===== src/rtl/gg_cell.sv =====
// Diagonal boundary cell of the CORDIC QR array (vectoring mode).
// Keeps r_ii, annihilates each sample and streams rotation directions.
module gg_cell #(
  parameter int D_WIDTH    = 4,
  parameter int DATA_WIDTH = 20,
  parameter int N_ROWS     = 4,
  parameter logic [DATA_WIDTH-1:0] K = 20'b0000000000_1001101101
) (
  input  logic                  clk,
  input  logic                  rst,
  input  logic                  clr_i,
  input  logic [DATA_WIDTH-1:0] a_i,
  input  logic                  valid_i,
  output logic                  ready_o,
  output logic [D_WIDTH-1:0]    d_o,
  output logic                  rotates_o,
  output logic                  valid_o,
  output logic [DATA_WIDTH-1:0] r_o,
  output logic [DATA_WIDTH-1:0] y_res_o,
  output logic                  done_o
);

  localparam int N_CYC = 3;
  localparam int CW    = 2;
  localparam int SW    = $clog2(N_CYC * D_WIDTH);
  localparam int RW    = $clog2(N_ROWS + 1);
  localparam int FRAC  = 10;
  localparam int PW    = 2 * DATA_WIDTH;
  localparam int MSB   = DATA_WIDTH - 1;

  localparam logic signed [PW-1:0] KE =
    {{DATA_WIDTH{K[MSB]}}, K};

  typedef enum logic [1:0] {
    S_IDLE,
    S_LOAD,
    S_ITER,
    S_SCALE
  } state_t;

  state_t                        r_state;
  logic [CW-1:0]                 r_cnt;
  logic [RW-1:0]                 r_rows;
  logic                          r_first;
  logic [DATA_WIDTH-1:0]         r_a;
  logic signed [DATA_WIDTH-1:0]  r_x;
  logic signed [DATA_WIDTH-1:0]  r_y;
  logic [D_WIDTH-1:0]            r_d;
  logic                          r_rot;
  logic                          r_vld;
  logic                          r_done;

  logic signed [DATA_WIDTH-1:0]  w_xc;
  logic signed [DATA_WIDTH-1:0]  w_yc;
  logic signed [DATA_WIDTH-1:0]  w_xs;
  logic signed [DATA_WIDTH-1:0]  w_ys;
  logic [SW-1:0]                 w_sh;
  logic [D_WIDTH-1:0]            w_d;

  logic signed [PW-1:0]          w_xe;
  logic signed [PW-1:0]          w_ye;
  logic signed [PW-1:0]          w_px;
  logic signed [PW-1:0]          w_py;
  logic signed [DATA_WIDTH-1:0]  w_xk;
  logic signed [DATA_WIDTH-1:0]  w_yk;
  logic                          w_unused;

  // Chain of D_WIDTH vectoring micro-steps for the current ITER cycle.
  always_comb begin
    w_xc = r_x;
    w_yc = r_y;
    w_xs = '0;
    w_ys = '0;
    w_sh = '0;
    w_d  = '0;
    for (int j = 0; j < D_WIDTH; j++) begin
      w_sh = SW'(int'(r_cnt) * D_WIDTH + j);
      w_xs = w_xc >>> w_sh;
      w_ys = w_yc >>> w_sh;
      w_d[j] = w_xc[MSB] ^ w_yc[MSB];
      if (w_d[j]) begin
        w_xc = w_xc - w_ys;
        w_yc = w_yc + w_xs;
      end else begin
        w_xc = w_xc + w_ys;
        w_yc = w_yc - w_xs;
      end
    end
  end

  assign w_xe = {{DATA_WIDTH{r_x[MSB]}}, r_x};
  assign w_ye = {{DATA_WIDTH{r_y[MSB]}}, r_y};
  assign w_px = w_xe * KE;
  assign w_py = w_ye * KE;

  // Keep sign, drop the fraction of K and the wrapped integer bits.
  assign w_xk = {w_px[PW-1], w_px[DATA_WIDTH+FRAC-2:FRAC]};
  assign w_yk = {w_py[PW-1], w_py[DATA_WIDTH+FRAC-2:FRAC]};

  assign w_unused = ^{w_px[PW-2:DATA_WIDTH+FRAC-1],
                      w_px[FRAC-1:0],
                      w_py[PW-2:DATA_WIDTH+FRAC-1],
                      w_py[FRAC-1:0]};

  // Control FSM plus datapath and registered strobes.
  always_ff @(posedge clk or posedge rst) begin
    if (rst) begin
      r_state <= S_IDLE;
      r_cnt   <= '0;
      r_rows  <= '0;
      r_first <= 1'b1;
      r_a     <= '0;
      r_x     <= '0;
      r_y     <= '0;
      r_d     <= '0;
      r_rot   <= 1'b0;
      r_vld   <= 1'b0;
      r_done  <= 1'b0;
    end else if (clr_i) begin
      r_state <= S_IDLE;
      r_cnt   <= '0;
      r_rows  <= '0;
      r_first <= 1'b1;
      r_a     <= '0;
      r_x     <= '0;
      r_y     <= '0;
      r_d     <= '0;
      r_rot   <= 1'b0;
      r_vld   <= 1'b0;
      r_done  <= 1'b0;
    end else begin
      r_rot  <= 1'b0;
      r_vld  <= 1'b0;
      r_done <= 1'b0;
      unique case (r_state)
        S_IDLE: begin
          if (valid_i) begin
            if (r_first) begin
              r_a     <= a_i;
              r_state <= S_LOAD;
            end else begin
              r_y     <= a_i;
              r_cnt   <= '0;
              r_state <= S_ITER;
            end
          end
        end
        S_LOAD: begin
          r_x     <= r_a;
          r_first <= 1'b0;
          r_rows  <= r_rows + RW'(1);
          r_state <= S_IDLE;
        end
        S_ITER: begin
          r_x   <= w_xc;
          r_y   <= w_yc;
          r_d   <= w_d;
          r_rot <= 1'b1;
          r_vld <= (r_cnt == '0);
          if (r_cnt == CW'(N_CYC - 1)) begin
            r_state <= S_SCALE;
          end else begin
            r_cnt <= r_cnt + CW'(1);
          end
        end
        S_SCALE: begin
          r_x <= w_xk;
          r_y <= w_yk;
          if (r_rows == RW'(N_ROWS - 1)) begin
            r_done  <= 1'b1;
            r_rows  <= '0;
            r_first <= 1'b1;
          end else begin
            r_rows <= r_rows + RW'(1);
          end
          r_state <= S_IDLE;
        end
        default: r_state <= S_IDLE;
      endcase
    end
  end

  assign ready_o   = (r_state == S_IDLE);
  assign d_o       = r_d;
  assign rotates_o = r_rot;
  assign valid_o   = r_vld;
  assign r_o       = r_x;
  assign y_res_o   = r_y;
  assign done_o    = r_done;

endmodule


===== config.mk =====
export PLATFORM = sky130hd
export DESIGN_NAME = gg_cell
export DESIGN_NICKNAME = d
export VERILOG_FILES = /design/src/rtl/gg_cell.sv
export SDC_FILE = /design/constraint.sdc
export NUM_CORES = 1
export LEC_CHECK = 0
export ABC_CLOCK_PERIOD_IN_PS = 15200
export CORE_MARGIN = 5
export CORE_UTILIZATION = 60
export DETAILED_ROUTE_END_ITERATION = 16
export PLACE_DENSITY = 0.81
export SETUP_SLACK_MARGIN = 0.1
export SYNTH_ARGS = -nofsm -noshare
export SYNTH_HDL_FRONTEND = slang
export SYNTH_SLANG_ARGS = --single-unit

===== constraint.sdc =====
create_clock -name clk -period 15.2 [get_ports clk]
set_input_delay 2.28 -clock clk [delete_from_list [all_inputs] [get_ports clk]]
set_output_delay 2.28 -clock clk [all_outputs]
set_load 0.01 [all_outputs]

==> results of run 1 <==
==> Yosys cell counts (12+ instances only) <==
cell type / number
ha_1: 369
o21bai_1: 27
a2111oi_0: 12
nand2_1: 253
xnor2_1: 148
clkbuf_1: 110
nand4_1: 18
mux4_2: 23
or2_2: 16
inv_1: 366
xor2_1: 76
nor2b_1: 31
a311oi_1: 26
nor3_1: 88
o21ai_0: 223
nor4_1: 20
fa_1: 154
mux2_2: 24
a21oi_1: 257
a22o_1: 32
a21o_1: 68
o21a_1: 28
and2_1: 32
nor3b_1: 14
o221ai_1: 15
dfrtp_1: 74
o211ai_1: 35
o31a_1: 13
and3_1: 28
nand2b_1: 46
a211oi_1: 48
a211o_1: 20
mux2i_1: 32
a21boi_0: 12
o31ai_1: 18
nand3_1: 48
nor2_1: 292
a22oi_1: 39
buf_1: 22
a31oi_1: 37
a221oi_1: 12
or3_1: 28
o22ai_1: 23
buf_2: 13
==> placed cells by master, fill, tap and decap left out, drive strengths merged, types with 31 or more instances in the layout <==
cell / synthesis / final
mux2i: 32 / 32
and2: 33 / 33
a22o: 32 / 32
o21ai: 231 / 231
nand2: 253 / 253
a21oi: 257 / 257
xnor2: 153 / 153
a22oi: 39 / 39
clkdlybuf4s50: 0 / 71
buf: 52 / 426
a211oi: 51 / 51
fa: 154 / 154
dfrtp: 74 / 74
o211ai: 38 / 38
xor2: 78 / 78
nor3: 90 / 90
nor2: 292 / 292
ha: 369 / 369
a21o: 68 / 68
nand3: 49 / 49
nand2b: 46 / 46
nor2b: 31 / 31
a31oi: 37 / 37
inv: 369 / 369
==> final timing paths <==
check	start	endpoint	slack (ns)	depth (start not counted)
min in group asynchronous	rst	valid_o	2.56	3
worst max-delay path	r_cnt[1]	y_res_o[19]	0.36	80
worst min-delay path	r_a[3]	r_a[3]	0.51	1
worst min register to register	r_a[3]	r_a[3]	0.51	1
worst max register to register	r_cnt[1]	y_res_o[19]	0.36	80
max in group asynchronous	rst	r_cnt[1]	11.85	3
==> area by class of cell <==
cell class              instances  area (um2)  area share, %
inverters                     369        1390           4.24
clock buffers                   9         225          0.687
multi-input cells            2855       24400           74.3
well taps                     592         741           2.26
clock inverters                 7         139          0.424
repair buffers                498        4040           12.3
diodes                          2        5.00         0.0153
flip-flops and latches         75        1890           5.75
==> registers in the layout, indices dropped and copies added, names as in the netlist <==
register	count
r_a	20
r_o	20
y_res_o	20
d_o	4
r_rows	3
r_cnt	2
r_state	2
done_o	1
r_first	1
rotates_o	1
valid_o	1
==> what timing repair did <==
item                                    in CTS  in global routing
endpoints found under the setup margin      15                 26
hold buffers                                 0                  0
cloned                                       0                  1
pin swaps                                    6                177
gates resized for setup                     35                315
setup buffers                                6                 88
==> metal layers <==
layer	wire length [um]	vias to the layer above	share of wire, %
met5	0	-	0
met4	6160	0	5.9
met3	12500	511	12
met2	46200	1969	44
met1	39200	14190	38
li1	-	13114	-
==> kinds of logic (layout without fill, tap and decap cells) <==
kind of cell    after synthesis  count (layout)  share of synthesized area (%)
flops                        75              75                           7.02
other cells                   0               2                              0
buf+inv                     532             883                           7.87
simple gates                953             953                           17.1
mux                          85              85                           4.73
fa+ha+maj                   529             529                           29.0
xor+xnor                    231             231                           7.76
compound gates             1057            1057                           26.5
==> stage by stage <==
| stage | TNS, ns | setup slack, ns |
|---|---|---|
| final | 0 | 0.355 |
| after global placement | -0.0531 | -0.0265 |
| after detailed placement | -2.77 | -0.477 |
| after global routing | -1.63 | -0.232 |
| after CTS | 0 | 0.0367 |
| after floorplan | 0 | 0.141 |
==> flow_summary.yaml, run 1 <==
floorplanning:
  die-area_mm2: 0.0489
  core_area_mm2: 0.0441
  initial_utilization_pct: 60.6
  die_width_um: 221
  io_pins: 72
  die_y_um: 221
  rows: 77
worst_setup_path:
  cp-end-kind: "flip-flop"
  cp_common_cell: "buf_4"
  cp-start-kind: "flip-flop"
  crit_slowest_cell: "dfrtp_4"
  cp_top_family: "compound AO/OA/AOI/OAI gates"
  cp.arrival_ns: 15.09
  required_ns: 15.44
  cpPeakStageDelay_ns: 0.48
  crit_fanout: 12
  worst-path-buf-inv: 13
  path_class: "flip-flop to flip-flop"
logic_synthesis:
  yosys_warnings: 0
  synthFlopType: "dfrtp_1"
  synth.distinct_cells: 106
  yosys_register_bits: 75
  synth_top_area_share_pct: 17.3
  synthCells: 3462
  syn-cell-area_mm2: 0.0267
  ys_async_sr_fraction_pct: 100
  yosys.area.top_type: "ha_1"
  syn_nets: 4009
  synth_area_leaders: "ha_1 17%, fa_1 12%, dfrtp_1 6.9%"
  synth_edf_count: 0
  avgSynthCellArea_um2: 7.72
  synth_seq_area_share_pct: 7.02
routing:
  dr.pass1.iters: 9
  drc: 0
  first_iter_violations: 4086
  dr_total_vias: 29784
  viasPerCell: 6.76
  wirelength_um: 104000
  drtAntennaViolNets: 0
  wl_per_cell_um: 23.6
timing:
  worst_pin_slew_ns: 1.19
  finalHoldViolCount: 0
  max_freq_ghz: 0.0674
  setup_violations: 0
  fin_crit_ns: 14.84
  slew_violations: 0
  timing.final.crit_share_pct: 97.7
  relSlewSlack_pct: 20.2
  finalClockSkew_ns: 0.00966
  timing.hold.ws_ns: 0.513
cells_and_area:
  stdcell_count: 4407
  fin_util_pct: 74.3
  nFillCells: 3388
  syn2layout_area_growth_pct: 22.6
  fin_nets: 4355
  fin_area_mm2: 0.0328
  layout-drive-gt1-share_pct: 21.1
clock_tree:
  cts_buffer_depth: 2
  h-tree-depth: 3
  clock_latency_ns: 0.36
  clk_pin_slew_ns: 0.07
  tritoncts: "done"
  numCtsBuffers: 9
  clock-sinks: 75
  cts-root-buf: "clkbuf_16"
global_route:
  grt_max_degree: 76
  met3_usage_pct: 9.14
  grtUsageMet2_pct: 62.6
  antenna_found_initial: 3
  grt_use_total_pct: 39.2
  grt_pass1_wl_um: 157000
  grt_pass1_vias: 28382
  grt.met1_usage_pct: 51.6
  grt_overflow_total: 0
  top_usage_layer: "met2"
placement:
  dp_cells: 4294
  io_buffers: 71
  place_area_mm2: 0.0302
  gp_congestion: 1.07
  hpwlAfterDp_um: 80500
outcome:
  status: "completed"
hold_path:
  worst_hold_path_type: "flip-flop to flip-flop"
job:
  maxCapViolCount: 0
Power of run 1 is left out: the tool's default activity adds up to more than one toggle a clock period on the data nets, which glitch-free logic cannot reach.
==> run 2: changes to the inputs <==
--- a/config.mk
+++ b/config.mk
@@ -9,6 +9,7 @@
 export CORE_MARGIN = 5
 export CORE_UTILIZATION = 60
 export DETAILED_ROUTE_END_ITERATION = 16
+export MAX_ROUTING_LAYER = met4
 export PLACE_DENSITY = 0.81
 export SETUP_SLACK_MARGIN = 0.1
 export SYNTH_ARGS = -nofsm -noshare
==> run 2 against run 1 <==
Compared with the run above: utilization shrank 0.36 points; non-clock buffer count rose by 3; via count about the same; die area is the same; clock-buffer cell count grew 2; clock skew up 0.0030 ns; final cell count increased by 0.14%; register-to-register slack got worse by 0.05 ns; hold slack better by 0.00094 ns; maximum frequency fell by 0.33%; first-iteration DRC count shrank 6.6%; setup slack worse by 0.049 ns.
==> flow_summary.yaml, run 2 (same netlist as run 1, synthesis figures left out) <==
global_route:
  grt_max_degree: 76
  grt_pass1_vias: 28058
  grt_use_total_pct: 40.5
  grt_pass1_wl_um: 157000
  antenna_found_initial: 4
  grt_overflow_total: 0
routing:
  dr.pass1.iters: 8
  wl_per_cell_um: 23.6
  drtAntennaViolNets: 0
  wirelength_um: 104000
  viasPerCell: 6.75
  dr_total_vias: 29775
  drc: 0
  first_iter_violations: 3817
timing:
  setup_violations: 0
  timing.final.crit_share_pct: 98.0
  fin_ws_ns: 0.306
  relSlewSlack_pct: 8.91
  slew_violations: 0
  finalHoldViolCount: 0
  fin_crit_ns: 14.89
  worst_pin_slew_ns: 1.36
  max_freq_ghz: 0.0671
  finalClockSkew_ns: 0.0127
worst_setup_path:
  cp-start-kind: "flip-flop"
  crit_slowest_cell: "mux4_2"
  worst-path-buf-inv: 11
  cpPeakStageDelay_ns: 0.55
  cp_top_family: "compound AO/OA/AOI/OAI gates"
  cp_common_cell: "buf_4"
  path_class: "flip-flop to flip-flop"
  required_ns: 15.42
  cp-end-kind: "flip-flop"
  cp.arrival_ns: 15.11
  crit_fanout: 7
clock_tree:
  tritoncts: "done"
  clock-sinks: 75
  h-tree-depth: 3
  clk_pin_slew_ns: 0.06
  clock_latency_ns: 0.35
  cts-root-buf: "clkbuf_16"
  numCtsBuffers: 9
  cts_buffer_depth: 2
floorplanning:
  rows: 77
  die-area_mm2: 0.0489
  initial_utilization_pct: 60.6
  io_pins: 72
  die_width_um: 221
  core_area_mm2: 0.0441
  die_y_um: 221
placement:
  gp_congestion: 1.08
  hpwlAfterDp_um: 81100
  io_buffers: 71
  detailedPlace.worstSlack_ns: -0.594
cells_and_area:
  syn2layout_area_growth_pct: 22.0
  layout-drive-gt1-share_pct: 21.1
  fin_nets: 4358
  final_common_cell: "buf_4"
  mostFrequentLayoutCells: "416 x buf_4, 362 x inv_1, 344 x ha_1"
outcome:
  status: "completed"
hold_path:
  worst_hold_path_type: "flip-flop to flip-flop"
job:
  maxCapViolCount: 0
run 2: cell count changes in the layout (fill, tap and decap cells not counted), sizes merged:
| cell | change |
|---|---|
| clkbuf | +2 |
| diode | +3 |
| buf | +3 |
| bufinv | -4 |
| clkinvlp | +2 |
run 2: final timing paths:
| check | startpoint | endpoint | slack, ns | cells after the start |
|---|---|---|---|---|
| max | r_cnt[0] | r_o[19] | 0.31 | 75 |
| min | r_a[9] | r_a[9] | 0.51 | 1 |
| max reg2reg | r_cnt[0] | r_o[19] | 0.31 | 75 |
| min reg2reg | r_a[9] | r_a[9] | 0.51 | 1 |
| max in group asynchronous | rst | r_cnt[0] | 11.83 | 3 |
| min in group asynchronous | rst | d_o[0] | 2.59 | 3 |
run 2: layout make-up:
class	count	area, um2
antenna	5	12.5
clock buffer	11	243
clock inverter	5	37.5
fill	3488	11500
inverter	369	1390
multi-input combinational	2855	24300
sequential	75	1890
tap	592	741
timing repair buffer	501	4030
run 2: stage by stage:
stage	hold slack, ns	setup TNS (ns)	instance area, um2	utilization [%]	cells
CTS	0.509	0	30800	69.8	4332
global route	0.532	-1.38	32600	73.9	4412
floorplan	0.473	0	27000	-	3462
finish	0.513	0	32600	73.9	4413
detailed placement	0.495	-3.74	30300	68.6	4304
global placement	0.488	-0.445	30300	68.6	4304
run 2: layer usage:
metal | wire (um) | global-route usage (%) | vias to the layer above | share of wire, %
li1 | - | - | 13137 | -
met1 | 39500 | 51.8 | 14225 | 38
met2 | 46500 | 63.4 | 1976 | 45
met3 | 12900 | 9.30 | 437 | 12
met4 | 5270 | 14.6 | 0 | 5.1
met5 | 0 | - | - | 0
run 2: what timing repair did:
action	in CTS	in global routing
gates resized for setup	48	279
pin swaps	16	151
setup buffers	12	75
hold buffers	0	0
hold endpoints to repair	0	0
gates cloned	0	1
endpoints found under the setup margin	17	27
Power of run 2 is left out for the same reason.
